===== config.mk =====
export PLATFORM = sky130hd
export DESIGN_NAME = cdb_arbiter_flat
export DESIGN_NICKNAME = d
export VERILOG_FILES = /design/src/rtl/cdb_arbiter_if.sv /design/src/rtl/cdb_arbiter.sv /design/src/flat_wrapper.sv
export SDC_FILE = /design/constraint.sdc
export NUM_CORES = 1
export LEC_CHECK = 0
export ABC_AREA = 1
export ABC_CLOCK_PERIOD_IN_PS = 9300
export CORE_MARGIN = 4
export CORE_UTILIZATION = 25
export DETAILED_ROUTE_END_ITERATION = 10
export GPL_TIMING_DRIVEN = 0
export PLACE_DENSITY_LB_ADDON = 0.05
export SLEW_MARGIN = 5
export SYNTH_ARGS = -nofsm -noshare
export SYNTH_HDL_FRONTEND = slang
export SYNTH_SLANG_ARGS = --single-unit

===== constraint.sdc =====
create_clock -name clk -period 9.3 [get_ports clk]
set_input_delay 2.79 -clock clk [delete_from_list [all_inputs] [get_ports clk]]
set_output_delay 2.79 -clock clk [all_outputs]
set_load 0.01 [all_outputs]

===== src/rtl/cdb_arbiter_if.sv =====
// Common data bus arbiter bundle: functional-unit result handshake plus the
// registered broadcast bus that feeds the reservation stations.
// master: the functional-unit / consumer side. slave: the arbiter.
interface cdb_arbiter_if #(
  parameter int DATA_WIDTH = 64,
  parameter int N_REQ      = 5
);
  localparam int RS_W  = (N_REQ > 1) ? $clog2(N_REQ) : 1;
  localparam int CNT_W = $clog2(N_REQ + 1);

  logic [N_REQ-1:0]                 done_i;
  logic [N_REQ-1:0][DATA_WIDTH-1:0] data_i;
  logic [N_REQ-1:0]                 ready_o;
  logic                             flush_i;
  logic [N_REQ-1:0]                 grant_o;
  logic                             bcast_en_o;
  logic [DATA_WIDTH-1:0]            bcast_data_o;
  logic [RS_W-1:0]                  bcast_rs_o;
  logic [CNT_W-1:0]                 pending_cnt_o;

  modport slave (
    input  done_i, data_i, flush_i,
    output ready_o, grant_o, bcast_en_o, bcast_data_o, bcast_rs_o, pending_cnt_o
  );

  modport master (
    output done_i, data_i, flush_i,
    input  ready_o, grant_o, bcast_en_o, bcast_data_o, bcast_rs_o, pending_cnt_o
  );
endinterface


===== src/rtl/cdb_arbiter.sv =====
// cdb_arbiter: one-entry holding slot per functional unit, round-robin
// selection of at most one slot per cycle, registered CDB broadcast.
// bcast_rs_o carries the e_functional_unit encoding of the winning slot.
// Optional feature: define CDB_BYPASS_EN to let an empty slot whose unit is
// presenting a result compete directly (1-cycle minimum latency).
module cdb_arbiter #(
  parameter int DATA_WIDTH = 64,
  parameter int N_REQ      = 5
) (
  input  logic         clk,
  input  logic         rst,
  cdb_arbiter_if.slave bus
);
  localparam int RS_W  = (N_REQ > 1) ? $clog2(N_REQ) : 1;
  localparam int CNT_W = $clog2(N_REQ + 1);

  logic [N_REQ-1:0]                 pending_q, pending_d;
  logic [N_REQ-1:0][DATA_WIDTH-1:0] slot_data_q, slot_data_d;
  logic [RS_W-1:0]                  rr_ptr_q, rr_ptr_d;
  logic                             bcast_en_q, bcast_en_d;
  logic [DATA_WIDTH-1:0]            bcast_data_q, bcast_data_d;
  logic [RS_W-1:0]                  bcast_rs_q, bcast_rs_d;

  logic [N_REQ-1:0]      cand;
  logic [N_REQ-1:0]      grant;
  logic [N_REQ-1:0]      ready;
  logic [N_REQ-1:0]      bypass;
  logic                  win_vld;
  logic [RS_W-1:0]       win_idx;
  logic [DATA_WIDTH-1:0] win_data;
  logic [CNT_W-1:0]      cnt;

  // Candidate slots: held results, plus live results into empty slots when bypass is built in.
  always_comb begin
    cand = pending_q;
`ifdef CDB_BYPASS_EN
    if (!bus.flush_i) cand = pending_q | bus.done_i;
`endif
  end

  // Round-robin search starting at rr_ptr, ascending with wrap; first candidate wins.
  always_comb begin
    int        idx;
    logic [RS_W-1:0] idx_w;
    idx     = 0;
    idx_w   = '0;
    win_vld = 1'b0;
    win_idx = '0;
    for (int j = 0; j < N_REQ; j++) begin
      idx = int'(rr_ptr_q) + j;
      if (idx >= N_REQ) idx = idx - N_REQ;
      idx_w = RS_W'(idx);
      if (!win_vld && cand[idx_w]) begin
        win_vld = 1'b1;
        win_idx = idx_w;
      end
    end
  end

  // Grant/ready decode and winning-data mux; flush squashes both grant and ready.
  always_comb begin
    grant    = '0;
    bypass   = '0;
    win_data = slot_data_q[win_idx];
    if (win_vld && !bus.flush_i) grant[win_idx] = 1'b1;
`ifdef CDB_BYPASS_EN
    if (!pending_q[win_idx]) win_data = bus.data_i[win_idx];
    bypass = grant & ~pending_q;
`endif
    ready = bus.flush_i ? '0 : (~pending_q | grant);
  end

  // Next-state: slot capture/release, pointer advance and broadcast load.
  always_comb begin
    pending_d    = pending_q;
    slot_data_d  = slot_data_q;
    rr_ptr_d     = rr_ptr_q;
    bcast_en_d   = 1'b0;
    bcast_data_d = bcast_data_q;
    bcast_rs_d   = bcast_rs_q;
    if (bus.flush_i) begin
      pending_d = '0;
    end else begin
      // A granted slot that is refilled in the same cycle stays occupied.
      pending_d = (pending_q & ~grant) | (bus.done_i & ready & ~bypass);
      for (int i = 0; i < N_REQ; i++) begin
        if (bus.done_i[i] && ready[i]) slot_data_d[i] = bus.data_i[i];
      end
      if (|grant) begin
        bcast_en_d   = 1'b1;
        bcast_data_d = win_data;
        bcast_rs_d   = win_idx;
        rr_ptr_d     = (int'(win_idx) + 1 == N_REQ) ? '0 : win_idx + RS_W'(1);
      end
    end
  end

  // Control state and broadcast registers, cleared by the asynchronous reset.
  always_ff @(posedge clk or negedge rst) begin
    if (!rst) begin
      pending_q    <= '0;
      rr_ptr_q     <= '0;
      bcast_en_q   <= 1'b0;
      bcast_data_q <= '0;
      bcast_rs_q   <= '0;
    end else begin
      pending_q    <= pending_d;
      rr_ptr_q     <= rr_ptr_d;
      bcast_en_q   <= bcast_en_d;
      bcast_data_q <= bcast_data_d;
      bcast_rs_q   <= bcast_rs_d;
    end
  end

  // Slot payloads need no reset: they are only observed through pending.
  always_ff @(posedge clk) begin
    slot_data_q <= slot_data_d;
  end

  // Occupancy count is the popcount of the registered pending vector.
  always_comb begin
    cnt = '0;
    for (int i = 0; i < N_REQ; i++) cnt = cnt + CNT_W'(pending_q[i]);
  end

  assign bus.ready_o       = ready;
  assign bus.grant_o       = grant;
  assign bus.bcast_en_o    = bcast_en_q;
  assign bus.bcast_data_o  = bcast_data_q;
  assign bus.bcast_rs_o    = bcast_rs_q;
  assign bus.pending_cnt_o = cnt;
endmodule


===== src/flat_wrapper.sv =====
// flat-port wrapper written by rule: the top's interface ports become plain ports
module cdb_arbiter_flat 
#(
  parameter int DATA_WIDTH = 64,
  parameter int N_REQ      = 5
)
  (clk, rst, bus_done_i, bus_data_i, bus_flush_i, bus_ready_o, bus_grant_o, bus_bcast_en_o, bus_bcast_data_o, bus_bcast_rs_o, bus_pending_cnt_o);
  cdb_arbiter_if #(.DATA_WIDTH(DATA_WIDTH), .N_REQ(N_REQ)) bus_i ();
  input  logic clk;
  input  logic rst;
  input wire logic [$bits(bus_i.done_i)-1:0] bus_done_i;
  input wire logic [$bits(bus_i.data_i)-1:0] bus_data_i;
  input wire logic [$bits(bus_i.flush_i)-1:0] bus_flush_i;
  output wire logic [$bits(bus_i.ready_o)-1:0] bus_ready_o;
  output wire logic [$bits(bus_i.grant_o)-1:0] bus_grant_o;
  output wire logic [$bits(bus_i.bcast_en_o)-1:0] bus_bcast_en_o;
  output wire logic [$bits(bus_i.bcast_data_o)-1:0] bus_bcast_data_o;
  output wire logic [$bits(bus_i.bcast_rs_o)-1:0] bus_bcast_rs_o;
  output wire logic [$bits(bus_i.pending_cnt_o)-1:0] bus_pending_cnt_o;
  assign bus_i.done_i = bus_done_i;
  assign bus_i.data_i = bus_data_i;
  assign bus_i.flush_i = bus_flush_i;
  assign bus_ready_o = bus_i.ready_o;
  assign bus_grant_o = bus_i.grant_o;
  assign bus_bcast_en_o = bus_i.bcast_en_o;
  assign bus_bcast_data_o = bus_i.bcast_data_o;
  assign bus_bcast_rs_o = bus_i.bcast_rs_o;
  assign bus_pending_cnt_o = bus_i.pending_cnt_o;
  cdb_arbiter #(.DATA_WIDTH(DATA_WIDTH), .N_REQ(N_REQ)) u_core (.clk(clk), .rst(rst), .bus(bus_i));
endmodule

==> key figures <==
Drt
  • Vias after detailed routing: 13150
  • DRT Pass-1 Iters: 4
  • Number of routed nets with antenna violations: 0
  • DR vias/cell: 4.477
  • DR WL/cell: 22.76 um
  • Total Routed Length: 66.85 mm
  • DR iter-0 viols: approximately 800
  • # DRC: 0

CTS
  • Max Root-Sink Buffers: 3
  • Setup Fix Bufs, Post-CTS: 0
  • TritonCTS clock tree: built
  • CTS Hold Bufs: 0
  • Post-CTS sizing: 0
  • Clock Root Buffer: clkbuf_16
  • Sink Count: 396
  • Num CTS Buffers: 47
  • H-Tree Level Count: 2
  • CTS clk-pin slew, worst paths: 0.06 ns
  • Clock Latency Late Sink: 0.58 ns

Layout
  • Ratio of cells with drive above 1 in the final layout: 9.773%
  • Layout area overhead: 42.30%
  • Nets: 2370
  • FILL cells: 6659
  • Post-layout util: 36.19%

Synthesis
  • Area leader, netlist: edfxtp_1
  • Yosys cell types: 37
  • Most instantiated cells after synthesis: nand2_1, edfxtp_1, a21oi_1
  • Netlist Area Pre-Place: 16840 um^2
  • Top cells by area, synth: edfxtp_1, nand2_1, dfrtp_1
  • Yosys reg bits: 396
  • Sequential area share after synthesis: 68.36%
  • Mapped Cells: 1555
  • Number of synthesis warnings: 0
  • Syn nets: 1896
  • Area share of the largest cell type after synthesis: 57.06%
  • Top-count cell post-synth: nand2_1
  • Avg Inst Size Synth: 10.83 um^2
  • Ys flop type: edfxtp_1
  • Synth async-reset ratio: 19.19%
  • EDFF count, synth: 320

Die
  • I/O pin count: 409
  • Die Area: between 70000 and 80000 um^2
  • Die Wd: approximately 270 um
  • Core area: 66220 um^2
  • Cell Rows: 94
  • Initial Utilization: between 20% and 30%
  • Die Ht: 267.5 um

Min path
  • Hold Path Origin: u_core.bus.bcast_rs_o[2]
  • Worst hold path cell count: 2
  • Hold endpoint: u_core.bus.bcast_rs_o[2]
  • Hold WC Path Type: reg -> reg

STA
  • Fin crit share: 84.75%
  • Worst slew pin tran: approximately 0.83 ns
  • Final hold violation count: 0
  • RSZ-0062 raised after global routing: no
  • Final Skew: approximately 0.011 ns
  • Setup violations, final: 0
  • Max_slew headroom: 44.24%
  • Slew Limit Fails: 0
  • Fmax: 126.9 MHz
  • Min cycle time layout: 7.882 ns

Setup path
  • Crit. End Element: output pin
  • Cell Chain, Critical Path: buf_6 > inv_2 > ha_1 > inv_1 > fa_1 > inv_1 > nand2_2 > o21ai_1 > nand3_1 > nand3_1 > nand2_1 > inv_2 > nand4_4 > nor2_2 > nand3_2 > nand3_2 > buf_6 > buf_4 > nand2_1 > o21ai_1 > nand2_1 > inv_1 > clkdlybuf4s50_1
  • FF-to-FF End: u_core.slot_data_q[260]
  • Buf/Inv on CP: 9
  • Setup crit start kind: flip-flop
  • FF-to-FF setup slack: approximately 4.0 ns
  • Worst r2r src: u_core.rr_ptr_q[0]
  • Crit path max-delay family: buffers and inverters
  • Crit-path max FO: 10
  • CP max-delay cell: clkdlybuf4s50_1
  • Reg2Reg Depth: 24
  • Worst Path Required: 6.51 ns
  • Critical path data arrival time: 5.09 ns
  • Setup CP Type: reg -> out
  • CP max stage delay: 0.60 ns

Global route
  • Global-route wire length before repair: 94.46 mm
  • Number of global-route vias before repair: 13880
  • Largest net degree at the start of global routing: 47
  • Total grt overflow: 0
  • Initial antenna violation count: 19
  • Gr usage total: approximately 18%

Place
  • IO buf count: around 400
  • Placer congestion estimate: between 0.7 and 0.8
  • Dpl hpwl: 50.56 mm

Run
  • Max cap viols: 0

Outcome
  • Outcome: finished clean
flip-flops by register name (all words and copies together), names as in the netlist:
register,cells
u_core.bus.bcast_data_o,64
u_core.bus.bcast_en_o,1
u_core.bus.bcast_rs_o,3
u_core.cand,5
u_core.rr_ptr_q,3
u_core.slot_data_q,320
placed cells by master, fill, tap and decap left out, types with 3 or more instances in the layout:
| cell | count |
|---|---|
| clkbuf_8 | 5 |
| dfrtp_1 | 76 |
| buf_2 | 61 |
| o21ai_0 | 12 |
| buf_1 | 3 |
| o21ai_1 | 6 |
| diode_2 | 6 |
| nor2_1 | 84 |
| clkbuf_16 | 49 |
| nand3_2 | 5 |
| nand3_1 | 26 |
| inv_2 | 7 |
| ha_1 | 10 |
| nor2_4 | 5 |
| clkinv_1 | 7 |
| nand2_2 | 8 |
| a21oi_1 | 134 |
| clkdlybuf4s50_1 | 406 |
| buf_12 | 9 |
| buf_4 | 15 |
| fa_1 | 3 |
| edfxtp_1 | 320 |
| clkbuf_1 | 29 |
| inv_1 | 38 |
| nand2_1 | 571 |
| nor2_2 | 3 |
| bufinv_16 | 6 |
| nand4_1 | 130 |
| buf_6 | 6 |
| clkinv_2 | 11 |
cells by family after synthesis:
| logic type | Yosys count | synth area share, % |
|---|---|---|
| simple gates | 837 | 21.41 |
| buf+inv | 146 | 4.086 |
| xor+xnor | 2 | 0.1486 |
| fa+ha+maj | 13 | 1.100 |
| flops | 396 | 68.36 |
| compound gates | 161 | 4.904 |
area by class of cell:
| cell class | count | area [um^2] | share of cell area, % |
|---|---|---|---|
| clock buffer | 60 | 1318 | 5.498 |
| multi-input combinational | 1013 | 4676 | 19.51 |
| clock inverter | 27 | 296.5 | 1.237 |
| tap | 864 | 1081 | 4.511 |
| sequential | 396 | 11510 | 48.04 |
| timing repair buffer | 425 | 4378 | 18.27 |
| antenna | 6 | 15.01 | 0.06266 |
| buffer | 101 | 519.2 | 2.167 |
| inverter | 45 | 168.9 | 0.7049 |
stage by stage:
| step | hold WS [ns] | setup WS (ns) | std cells | cell area [um^2] | TNS [ns] |
|---|---|---|---|---|---|
| 2_1_floorplan | 0.5157 | 0.5511 | 1555 | 16840 | 0 |
| 3_3_place_gp | 0.4757 | -4.251 | 2826 | 21990 | -440.76 |
| 3_5_place_dp | 0.4713 | 1.500 | 2844 | 22330 | 0 |
| 4_1_cts | 0.4860 | 1.309 | 2931 | 23950 | 0 |
| 5_1_grt | 0.5246 | 1.045 | 2933 | 23950 | 0 |
| 6_report | 0.4916 | 1.418 | 2937 | 23960 | 0 |
per-layer routing:
layer | up-vias | part of all wire (%) | GRT usage, %
met4 | 20 | 1.5 | 3.934
met1 | 6374 | 42 | 22.65
met5 | - | 0.23 | 0
met2 | 337 | 50 | 31.87
li1 | 6335 | - | -
met3 | 82 | 6.3 | 4.722
tightest hold or removal path: cells and delay by family, from the launching register on:
kind	cells	cell delay, ns
flops	1	0.35
simple gates	2	0.10
how the worst max path moves through the flow:
stage / from / end / slack, ns / depth (start not counted)
final: u_core.rr_ptr_q[0] / bus_ready_o[1] / 1.42 / 23
after global routing: u_core.rr_ptr_q[0] / bus_ready_o[1] / 1.04 / 25
after CTS: u_core.rr_ptr_q[0] / bus_ready_o[1] / 1.31 / 23
after detailed placement: bus_flush_i / bus_ready_o[0] / 1.50 / 10
after global placement: bus_flush_i / u_core.slot_data_q[260] / -4.25 / 8
after floorplan: bus_flush_i / u_core.slot_data_q[256] / 0.55 / 8
Power is not shown: default switching activity piles up to over one toggle a cycle in this logic, so the estimate is an artifact.
